===== config.mk =====
export PLATFORM = sky130hd
export DESIGN_NAME = fc_layer_seq
export DESIGN_NICKNAME = d
export VERILOG_FILES = /design/src/rtl/fc_seq_pkg.sv /design/src/rtl/fc_result_bank.sv /design/src/rtl/fc_layer_seq.sv
export SDC_FILE = /design/constraint.sdc
export NUM_CORES = 2
export LEC_CHECK = 0
export CAP_MARGIN = 20
export CORE_AREA = 2 2 502 504
export CTS_CLUSTER_DIAMETER = 40
export CTS_CLUSTER_SIZE = 30
export DETAILED_ROUTE_END_ITERATION = 10
export DIE_AREA = 0 0 504 506
export GPL_ROUTABILITY_DRIVEN = 0
export HOLD_SLACK_MARGIN = 0.05
export PLACE_DENSITY_LB_ADDON = 0.05
export SLEW_MARGIN = 5
export SYNTH_ARGS = -nofsm -noshare
export SYNTH_HDL_FRONTEND = slang
export SYNTH_SLANG_ARGS = --single-unit
export TNS_END_PERCENT = 5

===== constraint.sdc =====
create_clock -name clk -period 53.6 [get_ports clk]
set_input_delay 10.72 -clock clk [delete_from_list [all_inputs] [get_ports clk]]
set_output_delay 10.72 -clock clk [all_outputs]
set_load 0.03 [all_outputs]

===== src/rtl/fc_seq_pkg.sv =====
// rtl/fc_seq_pkg.sv - shared states, defaults and helpers for the FC layer sequencer
package fc_seq_pkg;

  typedef enum logic [1:0] {
    ST_LOAD    = 2'd0,
    ST_SETTLE  = 2'd1,
    ST_CAPTURE = 2'd2,
    ST_DRAIN   = 2'd3
  } state_e;

  localparam int DEF_WIDTH  = 8;
  localparam int DEF_IN     = 128;
  localparam int DEF_NOUT   = 10;
  localparam int DEF_OW     = 22;
  localparam int DEF_SETTLE = 2;

  // Index width that stays at least one bit wide for single-entry ranges.
  function automatic int idx_w(input int n);
    return (n > 1) ? $clog2(n) : 1;
  endfunction

endpackage


===== src/rtl/fc_result_bank.sv =====
// rtl/fc_result_bank.sv - NOUT x OW capture registers with indexed read
module fc_result_bank #(
  parameter int NOUT = 10,
  parameter int OW   = 22,
  parameter int IW   = 4
) (
  input  logic                      clk,
  input  logic                      rst,
  input  logic                      capture_i,
  input  logic [NOUT-1:0][OW-1:0]   z_i,
  input  logic [IW-1:0]             rd_idx_i,
  output logic [OW-1:0]             rd_data_o
);

  logic [NOUT-1:0][OW-1:0] bank_q;

  // Snapshot every neuron result at once; the bank is only written on capture.
  always_ff @(posedge clk or posedge rst) begin
    if (rst) begin
      bank_q <= '0;
    end else if (capture_i) begin
      bank_q <= z_i;
    end
  end

  assign rd_data_o = bank_q[rd_idx_i];

endmodule


===== src/rtl/fc_layer_seq.sv =====
// rtl/fc_layer_seq.sv - loads an activation vector, waits for neuron trees, drains results
module fc_layer_seq
  import fc_seq_pkg::*;
#(
  parameter int WIDTH  = DEF_WIDTH,
  parameter int IN     = DEF_IN,
  parameter int NOUT   = DEF_NOUT,
  parameter int OW     = DEF_OW,
  parameter int SETTLE = DEF_SETTLE,
  localparam int CW    = idx_w(IN),
  localparam int IW    = idx_w(NOUT)
) (
  input  logic                        clk,
  input  logic                        rst,
  input  logic                        in_valid,
  output logic                        in_ready,
  input  logic [WIDTH-1:0]            in_data,
  output logic [IN-1:0][WIDTH-1:0]    x,
  input  logic [NOUT-1:0][OW-1:0]     z,
  output logic                        out_valid,
  input  logic                        out_ready,
  output logic [OW-1:0]               out_data,
  output logic [IW-1:0]               out_idx,
  output logic                        out_last,
  output logic                        busy
);

  localparam logic [CW-1:0] CNT_LAST    = CW'(IN - 1);
  localparam logic [CW-1:0] SETTLE_LAST = CW'((SETTLE > 0) ? SETTLE - 1 : 0);
  localparam logic [IW-1:0] IDX_LAST    = IW'(NOUT - 1);

  state_e                   state_q, state_d;
  logic [CW-1:0]            cnt_q, cnt_d;
  logic [IW-1:0]            idx_q, idx_d;
  logic [IN-1:0][WIDTH-1:0] x_q;
  logic                     capture;

  // State, shared load/settle counter and drain index registers.
  always_ff @(posedge clk or posedge rst) begin
    if (rst) begin
      state_q <= ST_LOAD;
      cnt_q   <= '0;
      idx_q   <= '0;
    end else begin
      state_q <= state_d;
      cnt_q   <= cnt_d;
      idx_q   <= idx_d;
    end
  end

  // Sequencing: accept IN beats, let the trees settle, capture once, then drain.
  always_comb begin
    state_d   = state_q;
    cnt_d     = cnt_q;
    idx_d     = idx_q;
    in_ready  = 1'b0;
    out_valid = 1'b0;
    capture   = 1'b0;
    unique case (state_q)
      ST_LOAD: begin
        in_ready = 1'b1;
        if (in_valid) begin
          if (cnt_q == CNT_LAST) begin
            cnt_d   = '0;
            state_d = (SETTLE == 0) ? ST_CAPTURE : ST_SETTLE;
          end else begin
            cnt_d = cnt_q + 1'b1;
          end
        end
      end
      ST_SETTLE: begin
        if (cnt_q == SETTLE_LAST) begin
          cnt_d   = '0;
          state_d = ST_CAPTURE;
        end else begin
          cnt_d = cnt_q + 1'b1;
        end
      end
      ST_CAPTURE: begin
        capture = 1'b1;
        idx_d   = '0;
        state_d = ST_DRAIN;
      end
      ST_DRAIN: begin
        out_valid = 1'b1;
        if (out_ready) begin
          if (idx_q == IDX_LAST) begin
            idx_d   = '0;
            state_d = ST_LOAD;
          end else begin
            idx_d = idx_q + 1'b1;
          end
        end
      end
      default: state_d = ST_LOAD;
    endcase
  end

  // Activation vector is only written by accepted beats, so it is frozen outside LOAD.
  always_ff @(posedge clk or posedge rst) begin
    if (rst) begin
      x_q <= '0;
    end else if (state_q == ST_LOAD && in_valid) begin
      x_q[cnt_q] <= in_data;
    end
  end

  fc_result_bank #(
    .NOUT (NOUT),
    .OW   (OW),
    .IW   (IW)
  ) u_bank (
    .clk       (clk),
    .rst       (rst),
    .capture_i (capture),
    .z_i       (z),
    .rd_idx_i  (idx_q),
    .rd_data_o (out_data)
  );

  assign x        = x_q;
  assign out_idx  = idx_q;
  assign out_last = (state_q == ST_DRAIN) && (idx_q == IDX_LAST);
  assign busy     = !((state_q == ST_LOAD) && (cnt_q == '0));

endmodule


==> Word level (Yosys, flattened, before mapping) <==
Index checks and enable logic that the tools add are counted.
{ "totals": {"reg_bits": 1257, "input_bits": 232, "output_inout_bits": 1054, "wordCells": 190} }
{ "classes": {"add_sub_neg": 2, "order_cmp": 3, "eq_ne": 11, "muxes": 21, "n_reduce_logical": 12} }
{ "ops": {"columns": ["cell", "n"], "rows": [
  ["1024-bit bitwise mux", 1],
  ["22-bit binary-select mux with 4-bit select", 1],
  ["8-bit demux with 7-bit select", 1],
  ["22-bit two-way mux", 1],
  ["7-bit two-way mux", 3],
  ["7-bit case mux with 2 select lines", 1],
  ["2-bit two-way mux", 5],
  ["2-bit inequality test, second input constant", 5],
  ["7-bit by 8-bit less-than comparator with 1-bit output, second input constant", 1],
  ["4-bit two-way mux", 2],
  ["8-bit two-way mux", 1],
  ["2-bit case mux with 4 select lines", 1],
  ["4-bit case mux with 2 select lines", 1],
  ["7-bit by 1-bit adder with 7-bit output, second input constant", 1],
  ["7-bit by 1-bit equality test with 1-bit output, second input constant", 1],
  ["7-bit equality test, second input constant", 1],
  ["7-bit by 1-bit greater-or-equal comparator with 1-bit output, second input constant", 1],
  ["7-bit logical NOT", 1],
  ["4-bit by 5-bit less-than comparator with 1-bit output, second input constant", 1],
  ["5-bit AND reduction", 1],
  ["4-bit by 1-bit adder with 4-bit output, second input constant", 1],
  ["2-bit equality test, second input constant", 2],
  ["4-bit equality test, second input constant", 1],
  ["1-bit logical AND", 4],
  ["6 further kinds", 10]
]} }

==> Longest topological paths before layout <==
{ "logic_depth": {"word_depth": 5, "ltp_mapped": 9, "mapped_depth_nobuf": 6} }

==> Cells and area by module <==
From an unflattened synthesis, not the netlist that was laid out.
{ "hier_totals": {"cells_unflattened": 3129, "hier_area_um2": 50179.4} }
{ "by_module_without_submodules": {"columns": ["mod", "instances", "cells_each", "area_per_inst_um2", "seq_area_each_um2"], "rows": [
  ["fc_layer_seq", 1, 2461, 40177.3, 25949.9],
  ["fc_result_bank", 1, 668, 10002.1, 5505.3]
]} }

==> Worst setup path before layout <==
No wires, ideal clock.
{ "synth_timing": {"path_type": "register -> output", "start": "reg idx_q[0], in the netlist out_idx[0]", "end": "out out_data[11]", "arrival_ps": 2451, "t_required_ps": 42880, "setup_slack_ps": 40429, "path_stages_with_launch": 8, "path_buffers": 3, "path_cell_list": "dfrtp_1 clkbuf_1 buf_2 buf_1 mux2i_1 nor2_1 a21oi_1 o21ai_0"} }
{ "synth_between": {"elab_chain_len": 2} }
{ "synth_rtl": {"columns": ["item", "line_no", "source"], "rows": [
  ["start, declared", "fc_layer_seq.sv:34", "logic [IW-1:0] idx_q, idx_d;"],
  ["start signal, assigned", "fc_layer_seq.sv:47", "idx_q <= idx_d;"],
  ["22-bit binary-select mux with 4-bit select", "fc_result_bank.sv:26", "assign rd_data_o = bank_q[rd_idx_i];"],
  ["22-bit two-way mux (implied by the code)", "fc_result_bank.sv:26", null],
  ["end, declared", "fc_layer_seq.sv:22", "output logic [OW-1:0] out_data,"]
]} }
No other way between the ends. The select of a mux whose other input is x is not followed.

==> Final worst setup path <==
Same ends and word-level chain as after synthesis.

==> results.yml <==
run_status:
  status: "complete, no violations"
layout:
  stdcell_area_um2: 77300
  syn_to_final_growth_pct: 56.5
  final_core_util_pct: 30.9
  nets: 4836
  fillers: 25100
  register_area_um2: 31500
  multi_input_area_um2: 17200
  drive_gt1_share_pct: 40.7
grt:
  grt_use_total_pct: 18.9
  grt_pass1_vias: 36100
  grt.overflow.total: 0
  grt_max_degree: 172
  grt_pass1_wl_um: 335000
  antenna_found_initial: 56
setup_path:
  worstPathMaxFanout: 38
  r2r-end: "x[812]"
  cp-startpoint: "out_idx[0]"
  cp.required_ns: 42.88
  arrival_ns: 4.37
  reg2reg_setup_slack_ns: 50.05
  cpPeakStageDelay_ns: 0.91
  critPathKind: "reg -> out"
  ff2ff_path_depth: 5
  r2r_start: "cnt_q[2]"
  worstPathCellList: "buf_4, mux4_2, nand3_1, o21ai_0, clkdlybuf4s50_1"
  critPathLaunchType: "flip-flop"
  critPathCaptureType: "output port"
  slowest_stage: "dfrtp_4"
  cp-endpoint: "out_data[11]"
yosys:
  ys.flop_type: "dfrtp_1"
  avgSynthCellArea_um2: 15.9
  synth_edf_count: 0
  syn_area_um2: 49400
  synthArstFlopShare_pct: 100
  synth-seq-cells: 1257
  synth_nets: 3352
  synthCells: 3111
  seq_area_frac_synth_pct: 63.7
  synth_cell_types: 39
  yosys_warnings: 0
power:
  power_density_nw_per_um2: 38.7
  seq_power_share_pct: 31.9
  internal_power_uw: 2330
  power_leakage_uw: 0.0355
  total_power_uw: 2990
  p_sw_share_pct: 21.8
  p_switching_uw: 652
  ir_drop_v: 0.0000253
  p_comb_share_pct: 2.1
  pwr-share-clk_pct: 66.0
clock_network:
  cts_tree: "done"
  cts_made_buffers: 331
  clockBufferDepth: 4
  cts_root_buffer: "clkbuf_16"
  cts_hold_buf: 0
  ctsResizeCount: 0
  cts_setup_buffers: 0
  cts.clk_slew.worst_paths_ns: 0.04
  h-tree-depth: 5
  clk_latency_ns: 0.93
  clock_sinks: 1257
routing:
  via_per_inst: 4.09
  avgRoutedWirePerCell_um: 30.1
  via_count: 33600
  ant_nets: 0
  drtPass1Iterations: 4
  totalWireLength_um: 246000
  drc: 0
  first_iter_violations: 1309
floorplanning:
  die-area_um2: 255000
  rows: 184
  start_util_pct: 19.7
  die_w_um: 504
  fp.dieH_um: 506
  core_um2: 250000
  ios: 1286
flow_run:
  max_cap_violations: 0
timing:
  layout_worst_path_cycle_share_pct: 28.2
  fmax_mhz: 66.3
  fin_tns_setup_ns: 0
  tightest_slew_ns: 1.19
  setup_viol: 0
  skew_ns: 0.118
  fin_ws_ns: 38.51
  slew_headroom_pct: 20.8
  fin_crit_ns: 15.09
  finalHoldViolCount: 0
  drv_slew: 0
  rsz0062_at_grt: "false"
place:
  hpwlAfterDp_um: 174000
  placed_area_um2: 66200
  port_buffers: 1285
  post-place-ws_ns: 37.69
hold_path:
  hp-class: "reg -> reg"
  min_from: "x[646]"
-- state kept, by name, indices dropped and copies added, names as in the netlist --
name	count
out_idx	4
x	1024
state_q	2
cnt_q	7
u_bank.bank_q	220
-- synth_stat cells (all sizes together), types with 4 or more instances --
master	number	share of area, %
nand2	40	0.30
nor3	10	0.15
inv	8	0.061
nand2b	8	0.10
mux2i	23	0.47
clkbuf	172	1.3
mux2	1245	28
nor2b	8	0.10
nand3	43	0.44
buf	22	0.24
ha	9	0.23
nor2	129	1.4
dfrtp	1257	64
a21oi	25	0.25
mux4	44	2.0
o21ai	37	0.38
nor4	4	0.076
-- power groups by stage --
stage | combinational (µW) | sequential, µW | clock (µW)
detailed placement | 66.3 | 966 | 0
global placement | 66.8 | 966 | 0
floorplan | 22.4 | 969 | 0
global route | 69.1 | 951 | 2080
CTS | 66.7 | 952 | 2030
finish | 61.9 | 952 | 1970
-- layer usage --
metal | global-route usage, % | vias up | part of all wire, %
met2 | 30.9 | 1300 | 47
met1 | 21.8 | 17600 | 40
met4 | 5.63 | 46 | 3.0
met3 | 9.25 | 434 | 10
li1 | - | 14200 | -
met5 | 0 | - | 0.12
-- through the flow --
step	instances	hold slack, ns
finish	8198	0.493
global route	8183	0.509
CTS	8181	0.495
detailed placement	7610	0.485
global placement	7606	0.470
floorplan	3111	0.475
-- logic make-up after synthesis --
kind of cell / count (synthesis) / share of synthesized area [%]
mux: 1312 / 30.9
flops: 1257 / 63.7
simple gates: 262 / 2.82
buf+inv: 202 / 1.61
compound gates: 67 / 0.712
fa+ha+maj: 9 / 0.228
xor+xnor: 2 / 0.0355
-- cell usage in the layout, fill, tap and decap left out, types with 4 or more instances in the layout --
cell and instances:
mux2i_1 23, nor2_1 54, clkbuf_16 331, ha_1 8, nand2b_1 7, nand3_1 41
a21oi_1 25, clkbuf_1 58, bufinv_16 36, clkdlybuf4s50_1 1277, clkinvlp_4 12, nand2_2 4
clkinv_2 60, o21ai_0 37, clkinv_4 7, buf_4 55, nand2_1 36, nor2_2 72
buf_6 11, dfrtp_1 1254, nor2b_1 8, inv_1 6, clkinv_8 4, mux4_2 44
clkbuf_8 54, mux2_2 1244, diode_2 17, inv_6 5, nor3_1 8
-- worst min-delay path by stage --
stage / to / slack (ns) / depth (start not counted)
after floorplan: u_bank.bank_q[153] / 0.48 / 1
after global placement: x[646] / 0.47 / 1
after detailed placement: x[646] / 0.49 / 1
after CTS: x[646] / 0.50 / 1
after global routing: x[461] / 0.51 / 1
final: x[646] / 0.49 / 1
-- critical path: cells and delay by family, from the launching register on --
kind / cells / cell delay (ns)
flip-flops: 1 / 0.91
buffers and inverters: 2 / 1.48
AO/OA/AOI/OAI: 1 / 0.28
AND/OR/NAND/NOR: 1 / 0.24
multiplexers: 1 / 0.59
-- area by class of cell --
cell class / count / area share [%]
multi-input cells: 1652 / 22.2
repair buffers: 1345 / 17.3
well taps: 3348 / 5.42
inverters: 8 / 0.0486
clock inverters: 128 / 2.25
clock buffers: 443 / 12.0
diodes: 17 / 0.0551
flip-flops and latches: 1257 / 40.7
(Power assumes the default switching activity.)
==> RTL change, RTL diff (same settings) <==
The package constant `DEF_NOUT` goes from 10 to 5.
--- a/src/rtl/fc_seq_pkg.sv
+++ b/src/rtl/fc_seq_pkg.sv
@@ -10,7 +10,7 @@
 
   localparam int DEF_WIDTH  = 8;
   localparam int DEF_IN     = 128;
-  localparam int DEF_NOUT   = 10;
+  localparam int DEF_NOUT   = 5;
   localparam int DEF_OW     = 22;
   localparam int DEF_SETTLE = 2;
 
Interface: changed (resized out_idx and z); port bits go from 1286 to 1175. No check against the original RTL was run, so the function may have changed too.
==> RTL change against the unedited design <==
  * Die area unchanged
  * Synthesized area down 8.7%
  * Core utilization down 2.3 points
  * Sequential cell count down 111
  * Power down 5.2%
  * Hold slack worse by 0.0057 ns
  * Setup slack worse by 0.22 ns
  * Final cell count down 5.7%
  * Largest power group unchanged
  * Cell area down 7.6%
  * Largest cell class unchanged
  * Sequential power down 8.8%
  * Routed wire length down 11%
  * Non-clock buffer count down 133
  * Maximum frequency down 1.4%
==> RTL change: results (changes against the unedited design) <==
stage,metric,value,unit,change
outcome,status,finished clean,,
setup_path,CP max FO,141,,+270%
logic_synthesis,XOR/XNOR Fraction of Synth Area,0.0389,%,+0.0034 points
logic_synthesis,mux contribution to synthesized area,29.5,%,-1.3 points
power,VDD IR max,0.0000355,V,+40%
finish,multi-input gates,1446,,-12%
global_route,initial antenna violation count,27,,-52%
place,dpl ws,36.99,ns,-0.699 ns
finish,layout cell share with drive strength beyond 1,42.0,%,+1.3 points
floorplanning,width of the die,504,um,unchanged
logic_synthesis,Commonest cells post-synth,"dfrtp_1 (1146), mux2_2 (1130), clkbuf_1 (133)",,
sta,max_slew headroom,25.6,%,+4.9 points
cts,postcts setup bufs,0,,unchanged
power,Power Dens Cells,39.7,nW/um2,+2.6%
place,Placed Area,60700,um2,-8.4%
finish,register area,28700,um2,-8.8%
logic_synthesis,Post-Synth Adder-Cell Area,0.250,%,+0.022 points
logic_synthesis,Area contributors post-synth,"dfrtp_1 (64%), mux2_2 (28%), clkbuf_1 (1.1%)",,
finish,Final nets,4284,,-11%
finish,fraction of area in multi-input gates,21.8,%,-0.40 points
cts,"Clk Latency, worst-skew pair",0.91,ns,-0.02 ns
cts,CTS Buf Count,317,,-4.2%
place,hpwl dp,152000,um,-13%
finish,filler cell count,25541,,+1.7%
logic_synthesis,synth unique cells,46,,+18%
finish,ClkCell Share,15.0,%,+0.77 points
finish,post-route insts no fill,7734,,-5.7%
global_route,global-route wire length before repair,298000,um,-11%
finish,Ant. Diodes,9,,-8
logic_synthesis,Seq cells post-synth,1146,,-8.8%
setup_path,crit start category,input pin,,
power,Static Leak,32.9,nW,-7.4%
finish,CLK BUF,415,,-6.3%
logic_synthesis,sequential area share after synthesis,63.7,%,-0.069 points
setup_path,max incr delay on CP,0.77,ns,-0.14 ns
finish,Signal buf overhead,16.9,%,-0.34 points
global_route,largest net degree at the start of global routing,156,,-9.3%
sta,clk_skew,0.0718,ns,-0.0463 ns
global_route,vias in the first global route,32362,,-10%
global_route,GRT Total Usage,16.9,%,-2.0 points
routing,Iter 0 DRT Violations,1182,,-9.7%
finish,Non-clock buffers,1212,,-9.9%
logic_synthesis,syn_nets,2917,,-13%
setup_path,CP arrival,16.20,ns,+11.83 ns
setup_path,worst-path cell with the longest stage delay,buf_4,,
logic_synthesis,Syn Inst Count,2786,,-10%
place,dpl cells,7181,,-5.6%
finish,Logic inverters,30,,+22
place,PortBufs,1174,,-8.6%
[RTL change: report_power, final]
part	switching [mW]	total [mW]	leakage (nW)	internal (mW)
sequential	0	0.868	16.0	0.868
clock	0.571	1.91	5.21	1.34
combinational	0.0415	0.0518	11.7	0.0103
total	0.612	2.83	32.9	2.22
[RTL change: final timing paths]
check                      cells past startpoint  slack (ns)        from     end
min                                            1        0.49      x[501]  x[501]
max                                            8       38.29         rst  x[875]
max reg2reg                                    6       50.12  state_q[0]  x[921]
min reg2reg                                    1        0.49      x[501]  x[501]
min in group asynchronous                      2       10.37         rst    x[0]
max in group clk                               3       39.67    cnt_q[3]    busy
[RTL change: routing by layer]
layer,routed length (um),track usage [%],vias to the layer above
met1,84300,19.1,15451
met4,8050,6.18,22
met3,26400,9.28,396
met2,101000,26.8,1196
met5,149,0,-
li1,-,-,12722
